### src/rtl/kbfifo_pkg.sv
// Shared defaults, operation decode and sizing helper for the keyboard/input-event FIFO.
package kbfifo_pkg;

    localparam int unsigned DefaultWidth     = 16;
    localparam int unsigned DefaultDepthLog2 = 4;

    // Effective pointer operation for one cycle: {push, pop}.
    typedef enum logic [1:0] {
        OpIdle    = 2'b00,
        OpPop     = 2'b01,
        OpPush    = 2'b10,
        OpPushPop = 2'b11
    } kbfifo_op_e;

    // Occupancy needs one extra bit so that a completely full FIFO is representable.
    function automatic int unsigned count_width(input int unsigned depth_log2);
        return depth_log2 + 1;
    endfunction

endpackage

### src/rtl/kbfifo_if.sv
// Producer/consumer-side bundle for kbfifo; master drives requests, slave is the FIFO.
interface kbfifo_if
    import kbfifo_pkg::*;
#(
    parameter int unsigned WIDTH      = DefaultWidth,
    parameter int unsigned DEPTH_LOG2 = DefaultDepthLog2
) ();

    logic [WIDTH-1:0]      wrdata;
    logic                  wr_en;
    logic                  flush;
    logic                  rd_en;
    logic [WIDTH-1:0]      rddata;
    logic                  rd_empty;
    logic [DEPTH_LOG2:0]   count;
    logic                  full;
    logic                  overflow;

    modport master (
        output wrdata, wr_en, flush, rd_en,
        input  rddata, rd_empty, count, full, overflow
    );

    modport slave (
        input  wrdata, wr_en, flush, rd_en,
        output rddata, rd_empty, count, full, overflow
    );

endinterface

### src/rtl/kbfifo_ram.sv
// Simple dual-port storage: synchronous write, asynchronous read into the caller's register.
module kbfifo_ram #(
    parameter int unsigned WIDTH  = 16,
    parameter int unsigned ADDR_W = 4
) (
    input  logic              clk,
    input  logic              i_we,
    input  logic [ADDR_W-1:0] i_waddr,
    input  logic [WIDTH-1:0]  i_wdata,
    input  logic [ADDR_W-1:0] i_raddr,
    output logic [WIDTH-1:0]  o_rdata
);

    logic [WIDTH-1:0] r_mem [0:(1<<ADDR_W)-1];

    always_ff @(posedge clk) begin
        if (i_we) begin
            r_mem[i_waddr] <= i_wdata;
        end
    end

    assign o_rdata = r_mem[i_raddr];

endmodule

### src/rtl/kbfifo.sv
// Parametrised synchronous FIFO with registered pop, occupancy count and flush.
// Define KBFIFO_OVERFLOW_EN to build the sticky dropped-write flag; otherwise overflow is 0.
module kbfifo
    import kbfifo_pkg::*;
#(
    parameter int unsigned WIDTH      = DefaultWidth,
    parameter int unsigned DEPTH_LOG2 = DefaultDepthLog2
) (
    input logic     clk,
    input logic     rst,
    kbfifo_if.slave bus
);

    localparam int unsigned CntW = count_width(DEPTH_LOG2);
    localparam logic [CntW-1:0] PtrOne = {{(CntW-1){1'b0}}, 1'b1};

    logic [CntW-1:0]  r_wrptr;
    logic [CntW-1:0]  r_rdptr;
    logic [CntW-1:0]  r_count;
    logic [WIDTH-1:0] r_rddata;
    logic             r_rd_empty;

    logic [CntW-1:0]  w_wrptr_d;
    logic [CntW-1:0]  w_rdptr_d;
    logic [WIDTH-1:0] w_head;
    logic             w_empty;
    logic             w_full;
    logic             w_push;
    logic             w_pop;
    kbfifo_op_e       w_op;

    // Extra MSB distinguishes full from empty when the low address bits coincide.
    assign w_empty = (r_wrptr == r_rdptr);
    assign w_full  = (r_wrptr[CntW-2:0] == r_rdptr[CntW-2:0])
                  && (r_wrptr[CntW-1] != r_rdptr[CntW-1]);

    assign w_push = bus.wr_en && !w_full && !bus.flush;
    assign w_pop  = bus.rd_en && !w_empty && !bus.flush;
    assign w_op   = kbfifo_op_e'({w_push, w_pop});

    always_comb begin
        w_wrptr_d = r_wrptr;
        w_rdptr_d = r_rdptr;
        if (bus.flush) begin
            w_wrptr_d = '0;
            w_rdptr_d = '0;
        end else begin
            unique case (w_op)
                OpIdle:    ;
                OpPop:     w_rdptr_d = r_rdptr + PtrOne;
                OpPush:    w_wrptr_d = r_wrptr + PtrOne;
                OpPushPop: begin
                    w_wrptr_d = r_wrptr + PtrOne;
                    w_rdptr_d = r_rdptr + PtrOne;
                end
            endcase
        end
    end

    kbfifo_ram #(
        .WIDTH  (WIDTH),
        .ADDR_W (DEPTH_LOG2)
    ) u_ram (
        .clk     (clk),
        .i_we    (w_push),
        .i_waddr (r_wrptr[CntW-2:0]),
        .i_wdata (bus.wrdata),
        .i_raddr (r_rdptr[CntW-2:0]),
        .o_rdata (w_head)
    );

    always_ff @(posedge clk) begin
        if (rst) begin
            r_wrptr    <= '0;
            r_rdptr    <= '0;
            r_count    <= '0;
            r_rddata   <= '0;
            r_rd_empty <= 1'b1;
        end else begin
            r_wrptr <= w_wrptr_d;
            r_rdptr <= w_rdptr_d;
            r_count <= w_wrptr_d - w_rdptr_d;
            // Flush leaves the last pop result visible.
            if (bus.rd_en && !bus.flush) begin
                r_rddata   <= w_empty ? '0 : w_head;
                r_rd_empty <= w_empty;
            end
        end
    end

`ifdef KBFIFO_OVERFLOW_EN
    logic r_overflow;

    always_ff @(posedge clk) begin
        if (rst || bus.flush) begin
            r_overflow <= 1'b0;
        end else if (bus.wr_en && w_full) begin
            r_overflow <= 1'b1;
        end
    end

    assign bus.overflow = r_overflow;
`else
    assign bus.overflow = 1'b0;
`endif

    assign bus.rddata   = r_rddata;
    assign bus.rd_empty = r_rd_empty;
    assign bus.count    = r_count;
    assign bus.full     = w_full;

endmodule

### src/flat_wrapper.sv
// flat-port wrapper written by rule: the top's interface ports become plain ports
module kbfifo_flat import kbfifo_pkg::*;
#(
    parameter int unsigned WIDTH      = DefaultWidth,
    parameter int unsigned DEPTH_LOG2 = DefaultDepthLog2
)
  (clk, rst, bus_wrdata, bus_wr_en, bus_flush, bus_rd_en, bus_rddata, bus_rd_empty, bus_count, bus_full, bus_overflow);
  kbfifo_if #(.WIDTH(WIDTH), .DEPTH_LOG2(DEPTH_LOG2)) bus_i ();
  input logic clk;
  input logic rst;
  input wire logic [$bits(bus_i.wrdata)-1:0] bus_wrdata;
  input wire logic [$bits(bus_i.wr_en)-1:0] bus_wr_en;
  input wire logic [$bits(bus_i.flush)-1:0] bus_flush;
  input wire logic [$bits(bus_i.rd_en)-1:0] bus_rd_en;
  output wire logic [$bits(bus_i.rddata)-1:0] bus_rddata;
  output wire logic [$bits(bus_i.rd_empty)-1:0] bus_rd_empty;
  output wire logic [$bits(bus_i.count)-1:0] bus_count;
  output wire logic [$bits(bus_i.full)-1:0] bus_full;
  output wire logic [$bits(bus_i.overflow)-1:0] bus_overflow;
  assign bus_i.wrdata = bus_wrdata;
  assign bus_i.wr_en = bus_wr_en;
  assign bus_i.flush = bus_flush;
  assign bus_i.rd_en = bus_rd_en;
  assign bus_rddata = bus_i.rddata;
  assign bus_rd_empty = bus_i.rd_empty;
  assign bus_count = bus_i.count;
  assign bus_full = bus_i.full;
  assign bus_overflow = bus_i.overflow;
  kbfifo #(.WIDTH(WIDTH), .DEPTH_LOG2(DEPTH_LOG2)) u_core (.clk(clk), .rst(rst), .bus(bus_i));
endmodule
### config.mk
export PLATFORM = sky130hd
export DESIGN_NAME = kbfifo_flat
export DESIGN_NICKNAME = d
export VERILOG_FILES = /design/src/rtl/kbfifo_pkg.sv /design/src/rtl/kbfifo_if.sv /design/src/rtl/kbfifo_ram.sv /design/src/rtl/kbfifo.sv /design/src/flat_wrapper.sv
export SDC_FILE = /design/constraint.sdc
export NUM_CORES = 1
export LEC_CHECK = 0
export ABC_CLOCK_PERIOD_IN_PS = 7600
export BUFFER_PORTS_ARGS = -buffer_cell sky130_fd_sc_hd__buf_2
export CORE_UTILIZATION = 50
export DETAILED_ROUTE_END_ITERATION = 12
export PLACE_DENSITY = 0.67
export SYNTH_ARGS = -nofsm -noshare
export SYNTH_HDL_FRONTEND = slang
export SYNTH_HIERARCHICAL = 1
export SYNTH_SLANG_ARGS = --single-unit
### constraint.sdc
create_clock -name clk -period 7.6 [get_ports clk]
set_input_delay 1.52 -clock clk [delete_from_list [all_inputs] [get_ports clk]]
set_output_delay 1.52 -clock clk [all_outputs]
set_load 0.02 [all_outputs]
## Yosys cells after proc, flatten, opt, wreduce, memory -nomap -nowiden

Memory sizes are Yosys's and may differ from the RTL's. A register that Yosys moved wholly into a read port is not among the register bits.
Cells that the tools add are included.

- Register bits after elaboration: 32
- Bits in writable memories: 256
- Input bits: 21
- Output and inout bits: 24
- Word-level logic and storage cells: 34
- Memories: 1

- Add/sub/neg operators: 3
- Equality and inequality tests: 6
- Mux-type cells: 8
- Reduce and logical (&&, ||, !) cells: 11

Memory list:

| memory | words | width | read ports | clocked after memory_dff | write ports | line | source |
|---|---|---|---|---|---|---|---|
| u_core.u_ram.r_mem | 16 | 16 | 1 | 1 | 1 | kbfifo_ram.sv:14 | `logic [WIDTH-1:0] r_mem [0:(1<<ADDR_W)-1];` |

Operator list:

| operator | count |
|---|---|
| $mux W5 | 4 |
| $mux W16 | 1 |
| $add A5 B1 Y5 const B | 2 |
| $logic_and A1 B1 Y1 | 6 |
| $eq A5 B5 Y1 | 1 |
| $sub A5 B5 Y5 | 1 |
| $eq A2 B2 Y1 const B | 2 |
| $eq A4 B4 Y1 | 1 |
| $mux W4 | 1 |
| $reduce_or A2 Y1 | 2 |
| $logic_not A1 Y1 | 3 |
| $eq A2 B1 Y1 const B | 1 |
| $mux W1 | 2 |
| $ne A1 B1 Y1 | 1 |

## Depth between registers and ports, before layout

- Depth in word-level cells: 10
- Depth in mapped cells: 13
- Depth with buffers taken out: 12

## By module

Netlist, hierarchy kept.

By module, submodules not included:

| module | instances | cells each | area each (um^2) | seq. area each (um^2) |
|---|---|---|---|---|
| kbfifo_ram | 1 | 416 | 9723.1 | 7687.4 |
| kbfifo | 1 | 169 | 1493.9 | 640.6 |

## Least setup slack after synthesis

OpenSTA, ideal clock, no wires.

- Kind: input to register
- Start point: in bus_flush
- End point: mem u_core.u_ram.r_mem[0][0] (enable)
- Setup time: 0.409 ns
- Arrival time: 3.512 ns
- Path slack: 3.679 ns
- Stages on the path: 4
- Buffers on the path: 1
- Cell sequence: clkbuf_1 nor2_1 or3b_2 nor3_1

- Cells in the longest elaborated chain, start to end: 4

RTL lines:

| item | line | source |
|---|---|---|
| start, declared | flat_wrapper.sv:13 | `input wire logic [$bits(bus_i.flush)-1:0] bus_flush;` |
| $logic_not A1 Y1 | kbfifo.sv:37 | `assign w_push = bus.wr_en && !w_full && !bus.flush;` |
| $logic_and A1 B1 Y1 | kbfifo.sv:37 |  |
| via u_core.w_push | kbfifo.sv:28 | `logic w_push;` |
| $mux W1 | kbfifo_ram.sv:17 | `if (i_we) begin` |
| $mux W1 (implied by the code) | kbfifo_ram.sv:18 | `r_mem[i_waddr] <= i_wdata;` |
| end, declared | kbfifo_ram.sv:14 |  |

The timed path passes the listed nets, and every way through them passes these cells.

## Final worst setup path

- Start point: in bus_flush
- End point: reg u_core.r_count[4] (netlist: u_core/bus.count[4])

- Cells in the longest elaborated chain, start to end: 7
- Elaborated cells between the ends (all ways): 13
- Classes of those cells: 1 x add/sub; 3 x eq/ne; 4 x mux; 5 x reduce/logical

RTL lines:

| item | line | source |
|---|---|---|
| $logic_not A1 Y1 | kbfifo.sv:37, kbfifo.sv:38 |  |
| $logic_and A1 B1 Y1 (on tied branches) | kbfifo.sv:38, kbfifo.sv:37 |  |
| $eq A2 B2 Y1 or $eq A2 B1 Y1 (tied branches) | kbfifo.sv:48 | `unique case (w_op)` |
| $reduce_or A2 Y1 (no source line) | - |  |
| $mux W5 | - |  |
| $mux W5 | kbfifo.sv:44 | `if (bus.flush) begin` |
| $sub A5 B5 Y5 * | kbfifo.sv:82 | `r_count <= w_wrptr_d - w_rdptr_d;` |
| end signal, assigned | kbfifo.sv:82 |  |
| end, declared | kbfifo.sv:19 | `logic [CntW-1:0] r_count;` |

Every way passes the cells marked *; elsewhere a longest branch is shown, timed or not.
A chain may end at the register's enable or synchronous reset.

==> flow_summary.ini <==
[status]
status = completed

[timing]
maxSlewHeadroom_pct = 17.94
layout_min_cycle_time_ns = 4.202
finalCritPeriodShare_pct = 55.29
fin_skew_ns = 0.02321
hold-worst-slack_ns = 0.5152
slew_violations = 0
hold_viol_final = 0
setup_tns_ns = 0
setup_viol_count_final = 0
worst_pin_slew_ns = 1.224
max_freq_ghz = 0.2380
rsz0062_at_grt = false

[power_and_ir_drop]
peakVddDrop_v = 0.0001963
p_leak_uw = 0.004121
power.density_nw_per_um2 = 256.0

[critical_path]
cp_max_fo = 21
slowest_delay_ns = 0.79
cpMostUsedCell = o21ai_0
end_kind = flop
worstSetupPathType = in2reg
worstPathRequired_ns = 8.02
crit_chain = buf_2, nand2b_1, a21oi_4, nand2_1, xor2_1, or2_1, ha_1, nor2b_1, o21ai_0, a21oi_1, o21ai_0, o31ai_1
start_kind = input port
slowest_stage = a21oi_4
crit_arrival_ns = 4.63

[placement]
portBuffers = 43
dp_hpwl_microns = 13480
routabilityCongestion = 0.7816

[run]
drv_cap = 0

[logic_synthesis]
syn_nets = 613
yosysTopAreaCell = edfxtp_1
synth_cells = 585
synth_cell_type_count = 44
async_flop_share_pct = 0
synth-seq-cells = 288
syn_area_per_cell_sq_um = 19.17
synth-main-ff-cell = edfxtp_1
ys_top_cells_by_area = edfxtp_1, mux4_2, dfxtp_1
ys_seq_area_share_pct = 74.24
yosys_warnings = 6
netlist.area_leader.share_pct = 68.53
synth-edff-count = 256
synth_area_sq_um = 11220

[floorplan]
std_cell_rows = 54
die_w_microns = 151.8
start_util_pct = 51.24
die_y_microns = 151.8
io_pins = 45
core_area_sq_um = 21890
dieArea_sq_um = 23040

[cells_and_area]
antenna_cells = 0
fillers = 1600
final_common_cell = edfxtp_1
fin_util_pct = 58.45
fin_nets = 674
final_cell_mix = edfxtp_1, mux4_2, a22oi_1
area_delta_synth_final_pct = 14.07
multiInputGateArea_sq_um = 2738
drive_gt1_share_pct = 27.65
register_area_sq_um = 8333

[routing]
vias = 5772
dr_wl_met2_microns = 11460
wl_per_cell_microns = 25.38
wirelength_microns = 24080
vias_per_cell = 6.082
top_layer = met5
drc = 0
route.met3.wl_microns = 1642
wl_met1_microns = 10400
drtIter0Drc = 527
antenna_left = 0
detailedRoute.firstPassIterationCount = 5

[cts]
cts_hold_buf = 0
cts-root-buf = clkbuf_16
clock_sinks = 288
htreeDepth = 1
clock_latency_ns = 0.56
numCtsBuffers = 29
ctsResizeCount = 0
clk_pin_slew_worst_paths_ns = 0.06
cts_setup_buffers = 0
cts_buffer_depth = 3
cts_tree = yes

[grt]
grt_overflow_total = 0
grt_max_degree = 43
grt_use_total_pct = 21.77
grt_pass1_wl_microns = 35550
grt_pass1_vias = 5841
antenna_found_initial = 1

[worst_hold_path]
min_path_type = reg2reg
sequential cells by signal, indices dropped and copies added, names as in the netlist:
name                 cells
u_core/r_wrptr           5
u_core/bus.rd_empty      1
u_core/r_rdptr           5
u_core/u_ram/r_mem     256
u_core/bus.count         5
u_core/bus.rddata       16
Yosys cell counts, drive strengths merged (6+ instances only):
library cell and n:
or2 7, xnor2 10, nor2 51, a22oi 48
inv 7, dfxtp 32, nand2 21, edfxtp 256
mux4 64, ha 6, buf 19, clkbuf 12
per-layer routing:
layer  vias up  GRT usage, %
met3        43         4.671
met4         2         5.990
met5         -             0
met1      3023         30.93
li1       2491             -
met2       213         34.30
stage by stage:
step                cell area, sq um  setup WS [ns]  cells  total power, uW
floorplan                      11220          3.679    585             1804
CTS                            12790          3.454    949             3295
detailed placement             11800          2.897    895             1837
global placement               11800          3.039    895             1832
global route                   12790          3.296    949             3362
finish                         12790          3.398    949             3276
area by class of cell:
| cell class | instances | area share [%] |
|---|---|---|
| sequential | 288 | 65.13 |
| inverter | 7 | 0.2054 |
| multi-input combinational | 259 | 21.40 |
| clock buffer | 37 | 5.985 |
| tap | 280 | 2.738 |
| timing repair buffer | 61 | 2.738 |
| clock inverter | 17 | 1.809 |
report_power, final:
| part | leakage, uW | internal (uW) | total (uW) | switching [uW] |
|---|---|---|---|---|
| Combinational | 0.00107 | 22.5 | 69.4 | 46.9 |
| Sequential | 0.00257 | 1730 | 1730 | 4.78 |
| Clock | 0.000490 | 886 | 1470 | 587 |
| Total | 0.00412 | 2640 | 3280 | 638 |
critical path, delay by kind of cell:
| kind | cells | cell delay [ns] |
|---|---|---|
| AOI/OAI and AO/OA | 5 | 1.29 |
| and+or+nand+nor | 4 | 1.15 |
| adders and majority gates | 1 | 0.31 |
| xor gates and xnor gates | 1 | 0.18 |
| buffers and inverters | 1 | 0.16 |
path summary, 6_finish.rpt:
path | slack, ns | cells after the start | endpoint | startpoint
max | 3.40 | 12 | u_core/bus.count[4] | bus_flush
min | 0.52 | 2 | u_core/bus.rddata[2] | u_core/bus.rddata[2]
max reg2reg | 3.89 | 7 | u_core/u_ram/r_mem[8][15] | u_core/r_rdptr[1]
min reg2reg | 0.52 | 2 | u_core/bus.rddata[2] | u_core/bus.rddata[2]
logic make-up after synthesis:
group,after synthesis,share of synthesized area [%]
compound gates,64,4.194
flops,288,74.24
simple gates,108,4.506
other cells,1,0.03343
fa+ha+maj,7,0.8477
xor+xnor,13,1.015
mux,66,13.36
buf+inv,38,1.796
Power figures use the tool's default switching activity.
